[config.mk]
export PLATFORM = sky130hd
export DESIGN_NAME = mulacc_pipe
export DESIGN_NICKNAME = d
export VERILOG_FILES = /design/src/rtl/mulacc_pipe.sv
export SDC_FILE = /design/constraint.sdc
export NUM_CORES = 1
export LEC_CHECK = 0
export BUFFER_PORTS_ARGS = -buffer_cell sky130_fd_sc_hd__buf_4
export CELL_PAD_IN_SITES_DETAIL_PLACEMENT = 1
export CELL_PAD_IN_SITES_GLOBAL_PLACEMENT = 1
export CORE_MARGIN = 3
export CORE_UTILIZATION = 30
export CTS_BUF_LIST = sky130_fd_sc_hd__clkbuf_8
export DETAILED_ROUTE_END_ITERATION = 6
export MAX_ROUTING_LAYER = met4
export PLACE_DENSITY = 0.64
export SETUP_SLACK_MARGIN = 0.02
export SYNTH_ARGS = -nofsm -noshare
export SYNTH_HDL_FRONTEND = slang
export SYNTH_SLANG_ARGS = --single-unit
[constraint.sdc]
create_clock -name clk -period 5.35 [get_ports clk]
set_input_delay 0.2675 -clock clk [delete_from_list [all_inputs] [get_ports clk]]
set_output_delay 0.2675 -clock clk [all_outputs]
set_load 0.02 [all_outputs]
[src/rtl/mulacc_pipe.sv]
// Pipelined signed/unsigned multiplier with a running accumulator and valid/ready flow control.
// Input register -> STAGES product stages -> output register; one global enable stalls everything.
module mulacc_pipe #(
  parameter int N      = 8,
  parameter int M      = 16,
  parameter int STAGES = 2
) (
  input  logic         clk,
  input  logic         nreset,
  input  logic         in_valid,
  output logic         in_ready,
  input  logic [N-1:0] a,
  input  logic [N-1:0] b,
  input  logic         sgn,
  input  logic         acc,
  input  logic         clr,
  output logic         out_valid,
  input  logic         out_ready,
  output logic [M-1:0] out
);

  logic                   w_en, w_take;
  logic [STAGES:0]        r_vld_pipe;
  logic [N-1:0]           r_a, r_b;
  logic                   r_sgn, r_acc, r_clr;
  logic [M-1:0]           w_ax, w_bx, w_prod, w_res;
  logic [STAGES:1][M-1:0] r_p;
  logic [STAGES:1]        r_pacc, r_pclr;
  logic [M-1:0]           r_sum, r_out;
  logic                   r_out_vld;

  assign w_en      = !r_out_vld | out_ready;
  assign in_ready  = w_en & nreset;
  assign w_take    = in_valid & in_ready;
  assign out_valid = r_out_vld;
  assign out       = r_out;

  // Extending both operands to M bits before multiplying yields the 2N-bit product
  // already sign/zero-extended (M > 2N) or truncated (M <= 2N) to M bits.
  assign w_ax   = r_sgn ? M'($signed(r_a)) : M'(r_a);
  assign w_bx   = r_sgn ? M'($signed(r_b)) : M'(r_b);
  assign w_prod = w_ax * w_bx;

  assign w_res = (r_pacc[STAGES] && !r_pclr[STAGES]) ? r_sum + r_p[STAGES] : r_p[STAGES];

  always_ff @(posedge clk) begin
    if (!nreset) begin
      r_vld_pipe <= '0;
      r_out_vld  <= 1'b0;
      r_out      <= '0;
      r_sum      <= '0;
    end else if (w_en) begin
      r_vld_pipe <= {r_vld_pipe[STAGES-1:0], w_take};
      r_out_vld  <= r_vld_pipe[STAGES];
      // Sum only moves when a valid beat leaves, so stalls never double-count.
      if (r_vld_pipe[STAGES]) begin
        r_out <= w_res;
        if (r_pacc[STAGES]) r_sum <= w_res;
      end
    end
  end

  always_ff @(posedge clk) begin
    if (w_en) begin
      if (w_take) begin
        r_a   <= a;
        r_b   <= b;
        r_sgn <= sgn;
        r_acc <= acc;
        r_clr <= clr;
      end
      r_p[1]    <= w_prod;
      r_pacc[1] <= r_acc;
      r_pclr[1] <= r_clr;
      for (int k = 2; k <= STAGES; k++) begin
        r_p[k]    <= r_p[k-1];
        r_pacc[k] <= r_pacc[k-1];
        r_pclr[k] <= r_pclr[k-1];
      end
    end
  end

endmodule

==> results.py <==
metrics = {
    "run_status": {
        "outcome": "finished, final reports clean",
    },
    "die": {
        "rows": 57,
        "die-area_um2": 27000,
        "start_util_pct": 30.74,
        "die_w_um": 164.3,
        "coreArea_um2": 24460,
        "ios": 41,
        "die_h_um": 164.3,
    },
    "route": {
        "met2WireLength_mm": 7.546,
        "drcViolationCount": 0,
        "ant_nets": 0,
        "drt-initial-drc-count": 174,
        "vias": 5063,
        "wirelength_mm": 15.98,
        "wl_met1_mm": 7.807,
        "via_per_inst": 4.508,
        "dr.max_layer_used": "met4",
        "avgRoutedWirePerCell_um": 14.23,
        "wl_met3_um": 426,
        "first_pass_iters": 4,
    },
    "timing": {
        "worstMarginPinSlew_ps": 1037,
        "finalCritPeriodShare_pct": 97.51,
        "drv_slew": 0,
        "max_slew_margin_pct": 30.84,
        "final.min_clock_period_ps": 5217,
        "setup-violations-final": 0,
        "timing.fmax_mhz": 191.7,
        "skew_ps": 19.22,
        "hold_violations": 0,
        "grt_setup_unrepaired": "yes",
        "holdWs_ps": 66.49,
    },
    "global_routing": {
        "grt_max_degree": 47,
        "first_global_vias": 5315,
        "grt_pass1_wl_mm": 26.92,
        "grt_overflow_total": 0,
        "grtUsageTotal_pct": 12.96,
        "antenna_found_initial": 0,
    },
    "critical_path": {
        "worstPathRequired_ps": 5480,
        "worstPathMaxFanout": 5,
        "setup.worst_path.start_class": "flip-flop",
        "critical_path_class": "flip-flop to flip-flop",
        "critPathSlowestCell": "fa_1",
        "worst_setup_path_end_kind": "flip-flop",
        "path_cells": "and2_4 > fa_1 > inv_2 > fa_1 > inv_2 > fa_1 > inv_2 > fa_1 > inv_1 > fa_1 > inv_2 > fa_1 > inv_2 > ha_4 > nand3_2 > nand2_1 > a41o_1 > o41ai_2 > xnor2_1",
        "cpPeakStageDelay_ps": 560,
        "crit_top_cell": "fa_1",
        "arrival_ps": 5350,
    },
    "cts": {
        "tritoncts": "done",
        "cts.clk_slew.worst_paths_ps": 90,
        "clockRootBuffer": "clkbuf_8",
        "clock_path_buffers": 2,
        "cts_buffers": 9,
        "cts_max_level": 3,
        "clk_latency_ps": 380,
        "cts_hold_buffers": 0,
        "cts_sinks": 91,
    },
    "cells_and_area": {
        "fillers": 2746,
        "mostFrequentLayoutCells": "inv_1 (114), fa_1 (69), buf_4 (67)",
        "nets": 956,
        "final_common_cell": "inv_1",
        "utilization_pct": 35.16,
        "synthToLayoutAreaGrowth_pct": 14.40,
        "multi_input_area_um2": 4636,
        "ff_latch_area_um2": 2372,
        "drive_gt1_share_pct": 14.27,
        "n_antenna_cell": 0,
    },
    "yosys": {
        "ys_ff_latch": 91,
        "yosysTopAreaCell": "edfxtp_1",
        "synth_cell_type_count": 53,
        "avgSynthCellArea_um2": 10.09,
        "yosysSeqAreaShare_pct": 31.55,
        "synthArstFlopShare_pct": 0,
        "synth_area_leaders": "edfxtp_1 (22%), fa_1 (18%), ha_1 (12%)",
        "synth_edf_count": 55,
        "synth_area_um2": 7518,
        "synth_top_flop_cell": "edfxtp_1",
        "netlist.area_leader.share_pct": 21.97,
        "synth.net_count": 907,
        "syn-instance-count": 745,
        "yosysWarnings": 0,
    },
    "power": {
        "p_leak_nw": 3.939,
        "power.density_nw_per_um2": 349.5,
        "ir_drop_uv": 200.2,
    },
    "worst_hold_path": {
        "hp-class": "primary input to flip-flop",
    },
    "placed_design": {
        "hpwl_mm": 12.56,
        "globalplace.congestion": 0.8326,
        "place.port_buffers": 40,
    },
    "flow_run": {
        "max-cap-violations": 0,
    },
}
==> what timing repair did <==
item,CTS,global route
endpoints found under the setup margin,0,3
setup buffers,0,7
gates resized for setup,0,26
==> flip-flops by register name, summed over array words and instances (netlist names) <==
name and flops:
r_acc 1, r_pacc 2, r_pclr 2, r_a 8
r_sum 16, r_p 32, out 16, r_clr 1
r_sgn 1, r_vld_pipe 3, r_b 8, out_valid 1
==> final timing paths <==
path / cells after the start / endpoint / start / slack, ps
setup / recovery: 19 / r_p[14]$_DFFE_PN_ / r_b[6]$_DFFE_PP_ / 130
hold / removal: 1 / r_clr$_DFFE_PP_ / clr / 70
setup reg to reg: 19 / r_p[14]$_DFFE_PN_ / r_b[6]$_DFFE_PP_ / 130
hold reg to reg: 0 / r_pacc[1]$_DFFE_PN_ / r_acc$_DFFE_PP_ / 410
==> per-layer routing <==
| layer | track usage (%) | up-vias |
|---|---|---|
| li1 | - | 2542 |
| met1 | 16.76 | 2455 |
| met2 | 21.40 | 52 |
| met3 | 2.219 | 14 |
| met4 | 2.845 | 0 |
| met5 | - | - |
==> layout make-up <==
class                   instances  share of cell area (%)
multi-input cells             504                   53.90
flip-flops and latches         91                   27.58
repair buffers                 69                   6.110
inverters                     119                   5.193
well taps                     324                   4.713
clock buffers                   9                   1.440
clock inverters                 7                   1.062
==> critical path, delay by kind of cell, from the launching register on <==
kind                     cells  cell delay, ps
adder cells (fa/ha/maj)      7            3290
AND/OR/NAND/NOR              3             310
XOR/XNOR                     1             110
buffers and inverters        6             280
AO/OA/AOI/OAI                2             590
flip-flops                   1             410
==> kinds of logic (layout without fill, tap and decap cells) <==
family | Yosys count | after routing | synth area share, %
adders and majority gates | 139 | 139 | 30.02
AOI/OAI and AO/OA | 123 | 123 | 11.17
muxes | 9 | 9 | 1.198
DFF | 91 | 91 | 31.55
buffers and inverters | 150 | 204 | 8.005
and+or+nand+nor | 190 | 190 | 13.05
xor gates and xnor gates | 43 | 43 | 5.009
==> synthesized netlist by cell type (all sizes together) (2+ instances only) <==
library cell  number
inv              119
ha                70
fa                69
and2              59
edfxtp            55
nand2             53
xnor2             39
dfxtp             36
a21oi             33
o21ai             29
clkbuf            28
nor2              26
nor3              13
o211a             12
mux2i              9
a31oi              8
and3               8
nand2b             8
nor2b              8
o21a               7
nand3              6
a211oi             5
a21boi             5
a21o               5
o21bai             4
xor2               4
buf                3
or3                3
a31o               2
nand4              2
nor3b              2
o211ai             2
o311a              2
==> power breakdown <==
part	leakage (nW)	internal, mW	switching (mW)
sequential	0.854	0.935	0.0653
clock	0.108	0.263	0.255
combinational	2.98	0.708	0.781
total	3.94	1.91	1.10
==> through the flow <==
step	setup TNS, ps	total power [mW]	cells	instance area [um2]	setup slack (ps)
floorplan	0	2.072	745	7518	128.8
global placement	0	2.351	1100	8237	129.9
detailed placement	0	2.398	1100	8237	15.84
CTS	0	2.929	1116	8452	23.43
global route	-123.5	3.296	1123	8601	-76.15
finish	0	3.006	1123	8601	133.1
(Power assumes the default switching activity.)
